## src/rtl/pipe_pkg.sv

```systemverilog
// Shared encodings for the ID/EX pipeline register and its ALU interface.
//   CS_*   : 3-bit control-signal class presented on the ALU cs input
//   F7_*   : funct7 encodings the ALU decodes specially
//   fwd_sel_e : which source an operand forwarding mux selected
package pipe_pkg;

    localparam logic [2:0] CS_LOAD   = 3'b000;
    localparam logic [2:0] CS_ITYPE  = 3'b001;
    localparam logic [2:0] CS_STORE  = 3'b010;
    localparam logic [2:0] CS_RTYPE  = 3'b011;
    localparam logic [2:0] CS_BRANCH = 3'b110;
    localparam logic [2:0] CS_NOP    = 3'b111;

    localparam logic [6:0] F7_SUB = 7'b0100000;
    localparam logic [6:0] F7_MUL = 7'b0000001;

    typedef enum logic [1:0] {
        FWD_REG   = 2'd0,
        FWD_EXMEM = 2'd1,
        FWD_MEMWB = 2'd2
    } fwd_sel_e;

endpackage

```

## src/rtl/forward_mux.sv

```systemverilog
// Operand bypass selector for one source register.
//   rs_idx / reg_data        : registered source index and register-file value
//   exmem_* / memwb_*        : destination, write-enable and value of the two
//                              younger in-flight producers
//   value                    : resolved operand
//   sel                      : which source was chosen
// x0 is never forwarded; the nearer (EX/MEM) producer wins over MEM/WB.
module forward_mux
    import pipe_pkg::*;
#(
    parameter int XLEN = 32
) (
    input  logic [4:0]      rs_idx,
    input  logic [XLEN-1:0] reg_data,
    input  logic [4:0]      exmem_rd,
    input  logic            exmem_reg_write,
    input  logic [XLEN-1:0] exmem_result,
    input  logic [4:0]      memwb_rd,
    input  logic            memwb_reg_write,
    input  logic [XLEN-1:0] memwb_result,
    output logic [XLEN-1:0] value,
    output fwd_sel_e        sel
);

    always_comb begin
        sel = FWD_REG;
        if (rs_idx != 5'd0) begin
            if (exmem_reg_write && (exmem_rd == rs_idx)) begin
                sel = FWD_EXMEM;
            end else if (memwb_reg_write && (memwb_rd == rs_idx)) begin
                sel = FWD_MEMWB;
            end
        end
    end

    always_comb begin
        case (sel)
            FWD_EXMEM: value = exmem_result;
            FWD_MEMWB: value = memwb_result;
            default:   value = reg_data;
        endcase
    end

endmodule

```

## src/rtl/id_ex_stage.sv

```systemverilog
// ID/EX pipeline register feeding the ALU.
//   Inputs : clk, rst_n (async, active low), flush, ex_hold, decode bundle
//            id_*, and the EX/MEM and MEM/WB bypass ports.
//   Outputs: id_ready handshake, ALU drive (ex_cs, ex_funct7, ex_funct3,
//            ex_x1, ex_x2), ex_store_data, ex_rd, ex_reg_write, ex_valid and
//            a saturating load-use bubble counter stall_count.
// Per-edge priority: flush > hold > load-use bubble > accept > bubble.
module id_ex_stage
    import pipe_pkg::*;
#(
    parameter int XLEN  = 32,
    parameter int CNT_W = 16
) (
    input  logic             clk,
    input  logic             rst_n,
    input  logic             flush,
    input  logic             ex_hold,
    input  logic             id_valid,
    output logic             id_ready,
    input  logic [2:0]       id_cs,
    input  logic [6:0]       id_funct7,
    input  logic [2:0]       id_funct3,
    input  logic [4:0]       id_rs1,
    input  logic [4:0]       id_rs2,
    input  logic [4:0]       id_rd,
    input  logic [XLEN-1:0]  id_rs1_data,
    input  logic [XLEN-1:0]  id_rs2_data,
    input  logic [XLEN-1:0]  id_imm,
    input  logic             id_use_imm,
    input  logic             id_reg_write,
    input  logic [4:0]       exmem_rd,
    input  logic             exmem_reg_write,
    input  logic [XLEN-1:0]  exmem_result,
    input  logic [4:0]       memwb_rd,
    input  logic             memwb_reg_write,
    input  logic [XLEN-1:0]  memwb_result,
    output logic             ex_valid,
    output logic [2:0]       ex_cs,
    output logic [6:0]       ex_funct7,
    output logic [2:0]       ex_funct3,
    output logic [XLEN-1:0]  ex_x1,
    output logic [XLEN-1:0]  ex_x2,
    output logic [XLEN-1:0]  ex_store_data,
    output logic [4:0]       ex_rd,
    output logic             ex_reg_write,
    output logic [CNT_W-1:0] stall_count
);

    logic             valid_q,     valid_d;
    logic [2:0]       cs_q,        cs_d;
    logic [6:0]       funct7_q,    funct7_d;
    logic [2:0]       funct3_q,    funct3_d;
    logic [4:0]       rs1_q,       rs1_d;
    logic [4:0]       rs2_q,       rs2_d;
    logic [4:0]       rd_q,        rd_d;
    logic [XLEN-1:0]  rs1_data_q,  rs1_data_d;
    logic [XLEN-1:0]  rs2_data_q,  rs2_data_d;
    logic [XLEN-1:0]  imm_q,       imm_d;
    logic             use_imm_q,   use_imm_d;
    logic             reg_write_q, reg_write_d;
    logic [CNT_W-1:0] stall_q,     stall_d;

    logic [XLEN-1:0]  fwd_rs1, fwd_rs2;
    fwd_sel_e         sel_rs1, sel_rs2;
    logic             load_use;

    forward_mux #(.XLEN(XLEN)) u_fwd_rs1 (
        .rs_idx          (rs1_q),
        .reg_data        (rs1_data_q),
        .exmem_rd        (exmem_rd),
        .exmem_reg_write (exmem_reg_write),
        .exmem_result    (exmem_result),
        .memwb_rd        (memwb_rd),
        .memwb_reg_write (memwb_reg_write),
        .memwb_result    (memwb_result),
        .value           (fwd_rs1),
        .sel             (sel_rs1)
    );

    forward_mux #(.XLEN(XLEN)) u_fwd_rs2 (
        .rs_idx          (rs2_q),
        .reg_data        (rs2_data_q),
        .exmem_rd        (exmem_rd),
        .exmem_reg_write (exmem_reg_write),
        .exmem_result    (exmem_result),
        .memwb_rd        (memwb_rd),
        .memwb_reg_write (memwb_reg_write),
        .memwb_result    (memwb_result),
        .value           (fwd_rs2),
        .sel             (sel_rs2)
    );

    // rs2 only matters for the hazard when it is actually read: R-type
    // operand or store data. I-type/load rs2 fields are immediate bits.
    always_comb begin
        load_use = valid_q && (cs_q == CS_LOAD) && (rd_q != 5'd0) && id_valid &&
                   ((id_rs1 == rd_q) ||
                    ((id_rs2 == rd_q) && (!id_use_imm || (id_cs == CS_STORE))));
    end

    assign id_ready = !ex_hold && !load_use;

    always_comb begin
        valid_d     = valid_q;
        cs_d        = cs_q;
        funct7_d    = funct7_q;
        funct3_d    = funct3_q;
        rs1_d       = rs1_q;
        rs2_d       = rs2_q;
        rd_d        = rd_q;
        rs1_data_d  = rs1_data_q;
        rs2_data_d  = rs2_data_q;
        imm_d       = imm_q;
        use_imm_d   = use_imm_q;
        reg_write_d = reg_write_q;
        stall_d     = stall_q;

        if (flush) begin
            valid_d     = 1'b0;
            cs_d        = CS_NOP;
            reg_write_d = 1'b0;
        end else if (ex_hold) begin
            // Absorb any bypassed value now: the producer may retire from
            // EX/MEM or MEM/WB before the hold releases.
            if (sel_rs1 != FWD_REG) rs1_data_d = fwd_rs1;
            if (sel_rs2 != FWD_REG) rs2_data_d = fwd_rs2;
        end else if (load_use) begin
            valid_d     = 1'b0;
            cs_d        = CS_NOP;
            reg_write_d = 1'b0;
            if (stall_q != {CNT_W{1'b1}}) stall_d = stall_q + 1'b1;
        end else if (id_valid) begin
            valid_d     = 1'b1;
            cs_d        = id_cs;
            funct7_d    = id_funct7;
            funct3_d    = id_funct3;
            rs1_d       = id_rs1;
            rs2_d       = id_rs2;
            rd_d        = id_rd;
            rs1_data_d  = id_rs1_data;
            rs2_data_d  = id_rs2_data;
            imm_d       = id_imm;
            use_imm_d   = id_use_imm;
            reg_write_d = id_reg_write;
        end else begin
            valid_d     = 1'b0;
            cs_d        = CS_NOP;
            reg_write_d = 1'b0;
        end
    end

    always_ff @(posedge clk or negedge rst_n) begin
        if (!rst_n) begin
            valid_q     <= 1'b0;
            cs_q        <= CS_NOP;
            funct7_q    <= '0;
            funct3_q    <= '0;
            rs1_q       <= '0;
            rs2_q       <= '0;
            rd_q        <= '0;
            rs1_data_q  <= '0;
            rs2_data_q  <= '0;
            imm_q       <= '0;
            use_imm_q   <= 1'b0;
            reg_write_q <= 1'b0;
            stall_q     <= '0;
        end else begin
            valid_q     <= valid_d;
            cs_q        <= cs_d;
            funct7_q    <= funct7_d;
            funct3_q    <= funct3_d;
            rs1_q       <= rs1_d;
            rs2_q       <= rs2_d;
            rd_q        <= rd_d;
            rs1_data_q  <= rs1_data_d;
            rs2_data_q  <= rs2_data_d;
            imm_q       <= imm_d;
            use_imm_q   <= use_imm_d;
            reg_write_q <= reg_write_d;
            stall_q     <= stall_d;
        end
    end

    assign ex_valid      = valid_q;
    assign ex_cs         = valid_q ? cs_q : CS_NOP;
    assign ex_funct7     = funct7_q;
    assign ex_funct3     = funct3_q;
    assign ex_rd         = rd_q;
    assign ex_reg_write  = valid_q && reg_write_q;
    assign ex_x1         = fwd_rs1;
    assign ex_x2         = use_imm_q ? imm_q : fwd_rs2;
    assign ex_store_data = fwd_rs2;
    assign stall_count   = stall_q;

endmodule

```

## config.mk

```make
export PLATFORM = sky130hd
export DESIGN_NAME = id_ex_stage
export DESIGN_NICKNAME = d
export VERILOG_FILES = /design/src/rtl/pipe_pkg.sv /design/src/rtl/forward_mux.sv /design/src/rtl/id_ex_stage.sv
export SDC_FILE = /design/constraint.sdc
export NUM_CORES = 1
export LEC_CHECK = 0
export CAP_MARGIN = 40
export CORE_MARGIN = 10
export CORE_UTILIZATION = 48
export DETAILED_ROUTE_END_ITERATION = 8
export PLACE_DENSITY = 0.87
export REMOVE_ABC_BUFFERS = 1
export SKIP_CTS_REPAIR_TIMING = 1
export SYNTH_ARGS = -nofsm -noshare
export SYNTH_HDL_FRONTEND = slang
export SYNTH_SLANG_ARGS = --single-unit
export TNS_END_PERCENT = 50
```

## constraint.sdc

```tcl
create_clock -name clk -period 6.6 [get_ports clk]
set_clock_uncertainty 0.1 [all_clocks]
set_input_delay 0.66 -clock clk [delete_from_list [all_inputs] [get_ports clk]]
set_output_delay 0.66 -clock clk [all_outputs]
set_load 0.005 [all_outputs]
```

==> impl_metrics.toml <==
[power]
peakVddDrop_v = 0.000211
power.net_switching_mw = 1.22
sw_frac_of_total_pct = 29.9
p_total_mw = 4.08
intPower_mw = 2.86
combPwrFrac_pct = 43.5
p_leak_nw = 5.27
p_seq_share_pct = 31.8
clockPowerShare_pct = 24.7
power.density_nw_per_um2 = 319

[timing]
timing.fmax_ghz = 0.202
fin_crit_sh_pct = 74.9
relSlewSlack_pct = 43.8
fin_setup_tns_ns = 0
worstMarginPinSlew_ns = 0.843
hold-worst-slack_ns = 0.117
post-route-min-period_ns = 4.95
hold_viol_final = 0
rsz0062_at_grt = "no"
final_max_slew_viol_count = 0
setup_violations = 0

[floorplan]
dieHeight_um = 154
rows = 48
die_area_um2 = 23600
ios = 340
fp.dieW_um = 154
initial_utilization_pct = 49.2
core_area_um2 = 17400

[cts]
clkTransAtPathRegs_ns = 0.07
cts_tree = "yes"
clockBufferDepth = 2
clkLatencyLatePin_ns = 0.42
cts_sinks = 143
cts_root_buf = "clkbuf_16"
numCtsBuffers = 17
htreeDepth = 4

[setup_path]
path_max_fanout = 44
path_cells = "clkdlybuf4s50_1 > xor2_1 > nor4_1 > and3_1 > o21ai_0 > ha_2 > buf_4 > nor2_1 > a21oi_1 > clkdlybuf4s50_1"
critPathCaptureType = "output pin"
r2r-start = "rs1_q[2]"
path_buf_inv = 3
cp_common_cell = "clkdlybuf4s50_1"
cpPeakStageDelay_ns = 0.94
worst_ep_required_time_ns = 5.84
critPathTopFamily = "buffers and inverters"
worstSetupPathType = "in -> out"
worstSetupStartpoint = "exmem_rd[2]"
crit_arrival_ns = 4.19
cp_slowest_cell = "ha_2"
cp-start-kind = "primary input"

[detailed_routing]
dr.pass1.iters = 6
ant_nets = 0
avgViaCountPerCell = 5.71
routed_wirelength_um = 31100
avgRoutedWirePerCell_um = 23.7
drtIter0Drc = 435
vias = 7490
drc = 0

[global_route]
antenna_found_initial = 2
globalRouteOverflowTotal = 0
grt_pass1_vias = 8007
grt_max_degree = 67
grt_use_total_pct = 25.3
grt_pass1_wl_um = 47400

[yosys]
synth_area_um2 = 8570
ys_top_cells_by_count = "mux2_2, dfrtp_1, a22oi_1, mux2_4, nor2_1"
synth_seq_cells = 143
synth_edf_count = 0
yosysSeqAreaShare_pct = 41.8
synth_top_cell_by_area = "dfrtp_1"
synth_cells = 749
ys_warn_count = 0
netlist_top_cells_area = "dfrtp_1, mux2_2, mux2_4, a22oi_1, xnor2_1"
avgSynthCellArea_um2 = 11.4
synth_top_area_share_pct = 40.9
async_flop_share_pct = 100
synth.most_common_cell = "mux2_2"
synth_cell_type_count = 43
ys.flop_type = "dfrtp_1"

[cells_and_area]
layout.nets = 1285
nFillCells = 1206
drive_above_1_share_pct = 25.6
areaGrowthSynthToFinish_pct = 49.2

[hold_path]
min_path_type = "in -> async"

[placed_design]
place.detailed.hpwl_um = 23200
gp_congestion = 0.874
placement.io_buffers = 339

[run]
maxCapViolCount = 0

[outcome]
status = "finished, final reports clean"
==> area by class of cell <==
class,instances,area [um2],area share [%]
antenna,2,5.00,0.0391
clock buffer,19,453,3.54
clock inverter,13,161,1.26
inverter,11,41.3,0.323
multi-input combinational,543,4720,36.9
sequential,143,3580,28.0
tap,225,282,2.20
timing repair buffer,355,3540,27.7
==> cell families (layout without fill, tap and decap cells) <==
group                      Yosys count  after routing  share of synthesized area (%)
muxes                              220            220                           31.3
AOI/OAI and AO/OA                  147            147                           11.1
xor gates and xnor gates            42             42                           4.29
buffers and inverters               63            398                           3.49
DFF                                143            143                           41.8
and+or+nand+nor                    127            127                           6.98
other                                0              2                              0
adders and majority gates            7              7                           1.02
==> worst register-to-register path: stages, from the launching register on <==
cell,delay [ns]
dfrtp_1,0.44
xor2_1,0.18
nor4_1,0.40
and3_1,0.23
o21ai_0,0.18
ha_2,0.94
buf_4,0.36
a21oi_1,0.11
mux2_2,0.29
mux2_2,0.27
==> worst paths after layout <==
path	endpoint	slack, ns	cells after the start
setup / recovery	ex_x1[29]	1.65	10
hold / removal	stall_count[3]	0.12	1
setup reg to reg	rs1_data_q[7]	2.99	9
hold reg to reg	rs2_data_q[19]	0.39	1
max in group asynchronous	cs_q[0]	5.02	3
min in group clk	rs2_data_q[19]	0.39	1
==> metrics by stage <==
step                worst slack (ns)  instance area, um2  utilization [%]  cells
floorplan                       2.22                8310                -    697
global placement                1.79               12100             69.6   1275
detailed placement              1.74               12200             69.8   1277
CTS                             1.65               12800             73.4   1309
global route                    1.46               12800             73.4   1311
finish                          1.65               12800             73.4   1311
==> layout by cell type, fill, tap and decap left out, types with 4 or more instances in the layout <==
master           instances
o21ai_0                 34
nand2b_1                 4
buf_4                   14
nand4_1                  6
dfrtp_1                139
xor2_1                  16
mux2_1                   4
a21oi_1                 35
and3_1                  11
nand2_1                 35
clkbuf_16               17
mux2_2                 160
mux2_4                  55
clkdlybuf4s50_1        337
xnor2_1                 26
a22oi_1                 64
ha_1                     5
clkinvlp_4               4
nor2_1                  41
nand3_1                 14
inv_1                   10
==> metal layers <==
layer | share of wire [%] | track usage (%) | routed length [um] | vias to the layer above
met5 | 0 | 0 | 0 | -
met4 | 3.9 | 10.6 | 1210 | 0
met3 | 7.8 | 7.34 | 2420 | 68
li1 | - | - | - | 3389
met1 | 38 | 28.5 | 11800 | 3684
met2 | 50 | 43.8 | 15600 | 349
==> registers in the layout (all words and copies together) (netlist names) <==
register / cells
ex_valid: 1
ex_rd: 5
use_imm_q: 1
stall_count: 16
rs1_q: 5
ex_funct7: 7
reg_write_q: 1
imm_q: 32
rs2_data_q: 32
cs_q: 3
ex_funct3: 3
rs2_q: 5
rs1_data_q: 32
==> power by group through the flow <==
stage                     logic (mW)  registers (mW)  clock network [mW]
after detailed placement        1.77            1.30                   0
after floorplan                0.803            1.26                   0
final                           1.77            1.30                1.01
after global placement          1.72            1.30                   0
after CTS                       1.79            1.29                1.02
after global routing            1.91            1.33                1.06
Note: power is estimated with default switching activity, not from simulation.
==> RTL edit 1, RTL diff (same settings) <==
Change the parameter `CNT_W` from 16 to 32.
--- a/src/rtl/id_ex_stage.sv
+++ b/src/rtl/id_ex_stage.sv
@@ -9,7 +9,7 @@
     import pipe_pkg::*;
 #(
     parameter int XLEN  = 32,
-    parameter int CNT_W = 16
+    parameter int CNT_W = 32
 ) (
     input  logic             clk,
     input  logic             rst_n,
Interface: changed (resized stall_count); port bits go from 340 to 356. No check against the original RTL was run, so the function may have changed too.
==> RTL edit 1 against the unedited design <==
Sequential cell count increased by 16; cell area increased by 4.0%; synthesized area increased by 3.8%; total power decreased by 11%; wire length increased by 7.2%; sequential share of layout area increased by 1.9 points; setup slack got worse by 0.11 ns; register-to-register slack improved by 0.24 ns; highest routed layer is now met5.
==> RTL edit 1: results (changes against the unedited design) <==
| Metric | Reported | Unit | Delta |
| --- | --- | --- | --- |
| Outcome | finished, final reports clean | - |  |
| Number of DRC markers after the initial detailed-route iteration | 494 | - | +14% |
| Min-Delay Path Class | input port to async pin | - |  |
| Count of buffers inserted at the top-level ports | 355 | - | +4.7% |
| Source-to-sink clock delay at the later pin of the worst-skew pair | 0.42 | ns | about the same |
| Yosys warnings | 0 | - | unchanged |
| Clock edge transition at the registers on the reported setup and hold paths | 0.06 | ns |  |
| Global-route wire length before repair | 49.6 | mm | +4.6% |
| Count of unique library cells instantiated by Yosys | 45 | - | +4.7% |
| Clock H-tree levels | 4 | - | unchanged |
| Weighted congestion reported at the end of routability-driven placement | 0.853 | - | -2.4% |
| Post-Route WL | 33.4 | mm | +7.2% |
| Clock root buffer | sky130_fd_sc_hd__clkbuf_16 | - |  |
| Most used flip-flop cell after synthesis | sky130_fd_sc_hd__dfrtp_1 | - |  |
| Number of optimization iterations in the first detailed-route pass | 6 | - | unchanged |
| Area after DPL | 12700 | µm² | +4.3% |
| LEAKAGE | 0.00548 | µW | +3.8% |
| Detailed Place HPWL | 25.4 | mm | +9.3% |
| Fraction of registers with async set/reset | 1.00 | - | unchanged |
| Initial antenna violation count | 4 | - | +2 |
| Worst ir drop on vdd | 0.000195 | V | -7.8% |
| Number of maximum-capacitance violations | 0 | - | unchanged |
| Overall Global Routing Usage | 0.262 | - | +0.00845 |
| Crit-path max FO | 20 | - | -55% |
| Crit-path leading delay family | buffers and inverters | - |  |
| Slowest stage cell, crit path | sky130_fd_sc_hd__ha_1 | - |  |
| Data arrival at the endpoint of the critical path | 4.29 | ns | +0.10 ns |
| Synth cell count leaders | 156 x sky130_fd_sc_hd__dfrtp_1, 105 x sky130_fd_sc_hd__nor2_1, 98 x sky130_fd_sc_hd__a21oi_1 | - |  |
| Via count of the routed design | 8391 | - | +12% |
| Relative slew slack | 0.424 | - | -0.0137 |
| Main area contributors after synthesis | sky130_fd_sc_hd__dfrtp_1 44%, sky130_fd_sc_hd__mux2_2 11%, sky130_fd_sc_hd__mux2i_1 7.2%, sky130_fd_sc_hd__a21oi_1 5.5%, sky130_fd_sc_hd__a22oi_1 5.4% | - |  |
| Number of nets in the layout | 1425 | - | +11% |
| Fraction of the yosys area taken by sequential cells | 0.447 | - | +0.0295 |
| Largest net degree at the start of global routing | 87 | - | +30% |
| Total clock buffers created by CTS | 17 | - | unchanged |
| Peak per-stage delay on the critical path | 0.52 | ns | -0.42 ns |
| Number of buffers between clock root and the deepest sink | 2 | - | unchanged |
| Ratio of cells with drive above 1 in the final layout | 0.123 | - | -0.132 |
[RTL edit 1: final timing paths]
check                                      start                    endpoint  slack [ns]  cells after the start
max                                  memwb_rd[3]                   ex_x2[25]        1.55                     12
min                                        rst_n       imm_q[31]$_DFFE_PN0P_        0.16                      1
max reg2reg                 rs2_q[3]$_DFFE_PN0P_  rs2_data_q[15]$_DFFE_PN0P_        3.23                     11
min reg2reg                imm_q[30]$_DFFE_PN0P_       imm_q[30]$_DFFE_PN0P_        0.39                      1
max in group asynchronous                  rst_n       imm_q[20]$_DFFE_PN0P_        4.98                      3
min in group clk           imm_q[30]$_DFFE_PN0P_       imm_q[30]$_DFFE_PN0P_        0.39                      1
[RTL edit 1: cell families after synthesis]
family,count (synthesis),share of synthesized area
xor+xnor,58,0.0571
flops,159,0.447
compound gates,209,0.144
simple gates,227,0.121
buf+inv,68,0.0329
mux,156,0.188
fa+ha+maj,7,0.00984
[RTL edit 1: power by group]
part / internal (µW) / switching [µW]
Sequential: 1160 / 123
Combinational: 771 / 554
Clock: 575 / 430
Total: 2500 / 1110
[RTL edit 1: cell type report]
class	count	area [µm²]
sequential	159	3980
antenna	4	10.0
clock inverter	14	156
timing repair buffer	369	3730
tap	229	287
clock buffer	18	439
inverter	7	26.3
multi-input combinational	657	4660
fill	1299	4790
[RTL edit 1: per-layer routing]
layer | up-vias | global-route usage | share of wire
li1 | 3834 | - | -
met1 | 4095 | 0.298 | 0.38
met2 | 417 | 0.456 | 0.51
met3 | 43 | 0.0888 | 0.092
met4 | 2 | 0.0755 | 0.020
met5 | - | 0 | 0.00036
[RTL edit 1: stage by stage]
stage               total power (µW)  std cells  setup WS [ns]  utilization
floorplan                       1820        823           2.13            -
global placement                2570       1417           1.64        0.696
detailed placement              2620       1421           1.54        0.702
CTS                             3630       1453           1.52        0.735
global route                    3790       1454           1.38        0.735
finish                          3610       1457           1.55        0.735
==> RTL edit 2, RTL diff (same settings) <==
Made on the original files. Make the reset (`rst_n`) synchronous in one clocked block. Comments in the files are not updated.
--- a/src/rtl/id_ex_stage.sv
+++ b/src/rtl/id_ex_stage.sv
@@ -149,7 +149,7 @@
         end
     end
 
-    always_ff @(posedge clk or negedge rst_n) begin
+    always_ff @(posedge clk) begin
         if (!rst_n) begin
             valid_q     <= 1'b0;
             cs_q        <= CS_NOP;
Behaviour: differs if rst_n is asserted again (counterexample within 4 cycles, from zero or initial values and one cycle with rst_n low); with rst_n held inactive, the same outputs for 4 cycles.
==> RTL edit 2 against the unedited design <==
Wire length rose by 8.6%; critical path type unchanged; sequential cell count did not move; setup slack got worse by 0.27 ns; synthesized area fell by 8.4%; cell area fell by 6.4%; largest cell class unchanged.
Power is not compared: it rests on default switching activity, and its combinational part moved more than twofold at a synthesized area within 25%.
==> RTL edit 2: results (changes against the unedited design) <==
| Metric | Reported | Unit | Delta |
| --- | --- | --- | --- |
| Crit-path max FO | 49 | - | +11% |
| Met1 WL | 12.9 | mm | +8.7% |
| Highest metal layer with signal wires | met5 | - |  |
| Detailed Place HPWL | 24.7 | mm | +6.3% |
| Largest net degree at the start of global routing | 65 | - | -3.0% |
| Clock period minus worst slack | 5.22 | ns | +0.273 ns |
| Number of DRC markers after the initial detailed-route iteration | 823 | - | +89% |
| Fraction of the yosys area taken by sequential cells | 0.364 | - | -0.0535 |
| Cell with the most instances after synthesis | sky130_fd_sc_hd__nor2_1 | - |  |
| Ratio of cells with drive above 1 in the final layout | 0.0388 | - | -0.217 |
| Detailed-routed wire length on met2 | 16.2 | mm | +3.3% |
| Met3 wire length | 3.49 | mm | +44% |
| Library cell occupying the most area in the post-synthesis netlist | sky130_fd_sc_hd__dfxtp_1 | - |  |
| Slew at the pin with the worst max-slew slack | 0.970 | ns | +0.127 ns |
| Global-route wire length before repair | 51.4 | mm | +8.5% |
| Main area contributors after synthesis | sky130_fd_sc_hd__dfxtp_1 36%, sky130_fd_sc_hd__a21oi_1 10%, sky130_fd_sc_hd__nor2_1 9.5%, sky130_fd_sc_hd__nand2_1 8.0%, sky130_fd_sc_hd__a22oi_1 6.1% | - |  |
| Reg-to-reg setup timing slack | 2.87 | ns | -0.12 ns |
| Post-DR wirelength/cell | 20.7 | µm | -13% |
| Data arrival at the endpoint of the critical path | 4.46 | ns | +0.27 ns |
| Weighted congestion reported at the end of routability-driven placement | 0.875 | - | +0.11% |
| Outcome | finished, final reports clean | - |  |
| Via count of the first global-routing pass | 9044 | - | +13% |
| Synth cell count leaders | 198 x sky130_fd_sc_hd__nor2_1, 167 x sky130_fd_sc_hd__nand2_1, 163 x sky130_fd_sc_hd__a21oi_1 | - |  |
| Fraction of registers with async set/reset | 0 | - | -1.00 |
| Hold Worst Slack | 0.354 | ns | +0.237 ns |
==> RTL edit 2: cell count changes after synthesis, sizes merged, moves of 33 or more <==
cell / unedited run / this run
a21oi: 35 / 163
clkbuf: 32 / 76
dfrtp: 140 / 0
dfxtp: 0 / 143
mux2: 219 / 0
mux2i: 1 / 34
nand2: 35 / 167
nor2: 41 / 198
o21ai: 36 / 71
==> RTL edit 2: metrics by stage <==
step                total power, µW  std cells  instance area (µm²)  utilization  worst slack [ns]
detailed placement             1450       1602                11400        0.716              1.43
global placement               1440       1599                11300        0.712              1.55
floorplan                      1130       1030                 7520            -              1.88
CTS                            2350       1633                12000        0.750              1.43
global route                   2440       1634                12000        0.750              1.20
finish                         2350       1636                12000        0.751              1.38
==> RTL edit 2: final cells by class <==
type | count | area [µm²]
Sequential cell | 143 | 2860
Antenna cell | 3 | 7.51
Clock inverter | 6 | 58.8
Multi-Input combinational cell | 844 | 4560
Fill cell | 1240 | 3980
Tap cell | 216 | 270
Clock buffer | 25 | 485
Inverter | 43 | 163
Timing Repair Buffer | 356 | 3560
==> RTL edit 2: report_power, final <==
part / switching (µW) / leakage, µW / internal (µW)
combinational: 225 / 0.00294 / 282
clock: 363 / 0.000271 / 544
sequential: 27.8 / 0.00117 / 908
total: 616 / 0.00438 / 1730
==> RTL edit 2: critical path: cells and delay by family <==
kind                       cells  cell delay, ns
buffers and inverters          3            1.36
adders and majority gates      1            1.01
and+or+nand+nor                4            0.87
AOI/OAI and AO/OA              2            0.36
xor gates and xnor gates       1            0.18
==> RTL edit 2: final timing paths <==
path,cells after the start,from,end
worst max register to register,11,rs2_q[2]$_SDFFE_PN0P_,rs2_data_q[12]$_SDFFE_PN0P_
worst max-delay path,11,exmem_rd[3],ex_x2[17]
worst min-delay path,2,ex_funct7[5]$_SDFFE_PN0P_,ex_funct7[5]$_SDFFE_PN0P_
worst min register to register,2,ex_funct7[5]$_SDFFE_PN0P_,ex_funct7[5]$_SDFFE_PN0P_
==> RTL edit 2: logic make-up (layout without fill, tap and decap cells) <==
logic type	after synthesis	in the layout	share of synthesized area
AOI/OAI and AO/OA	354	354	0.265
xor gates and xnor gates	31	31	0.0346
adders and majority gates	7	7	0.0111
buffers and inverters	131	430	0.0632
DFF	143	143	0.364
muxes	34	34	0.0433
other	0	3	0
and+or+nand+nor	418	418	0.219
==> RTL edit 2: layer usage <==
layer,track usage,up-vias
li1,-,4413
met1,0.342,4362
met2,0.492,488
met3,0.0916,79
met4,0.128,2
met5,0,-
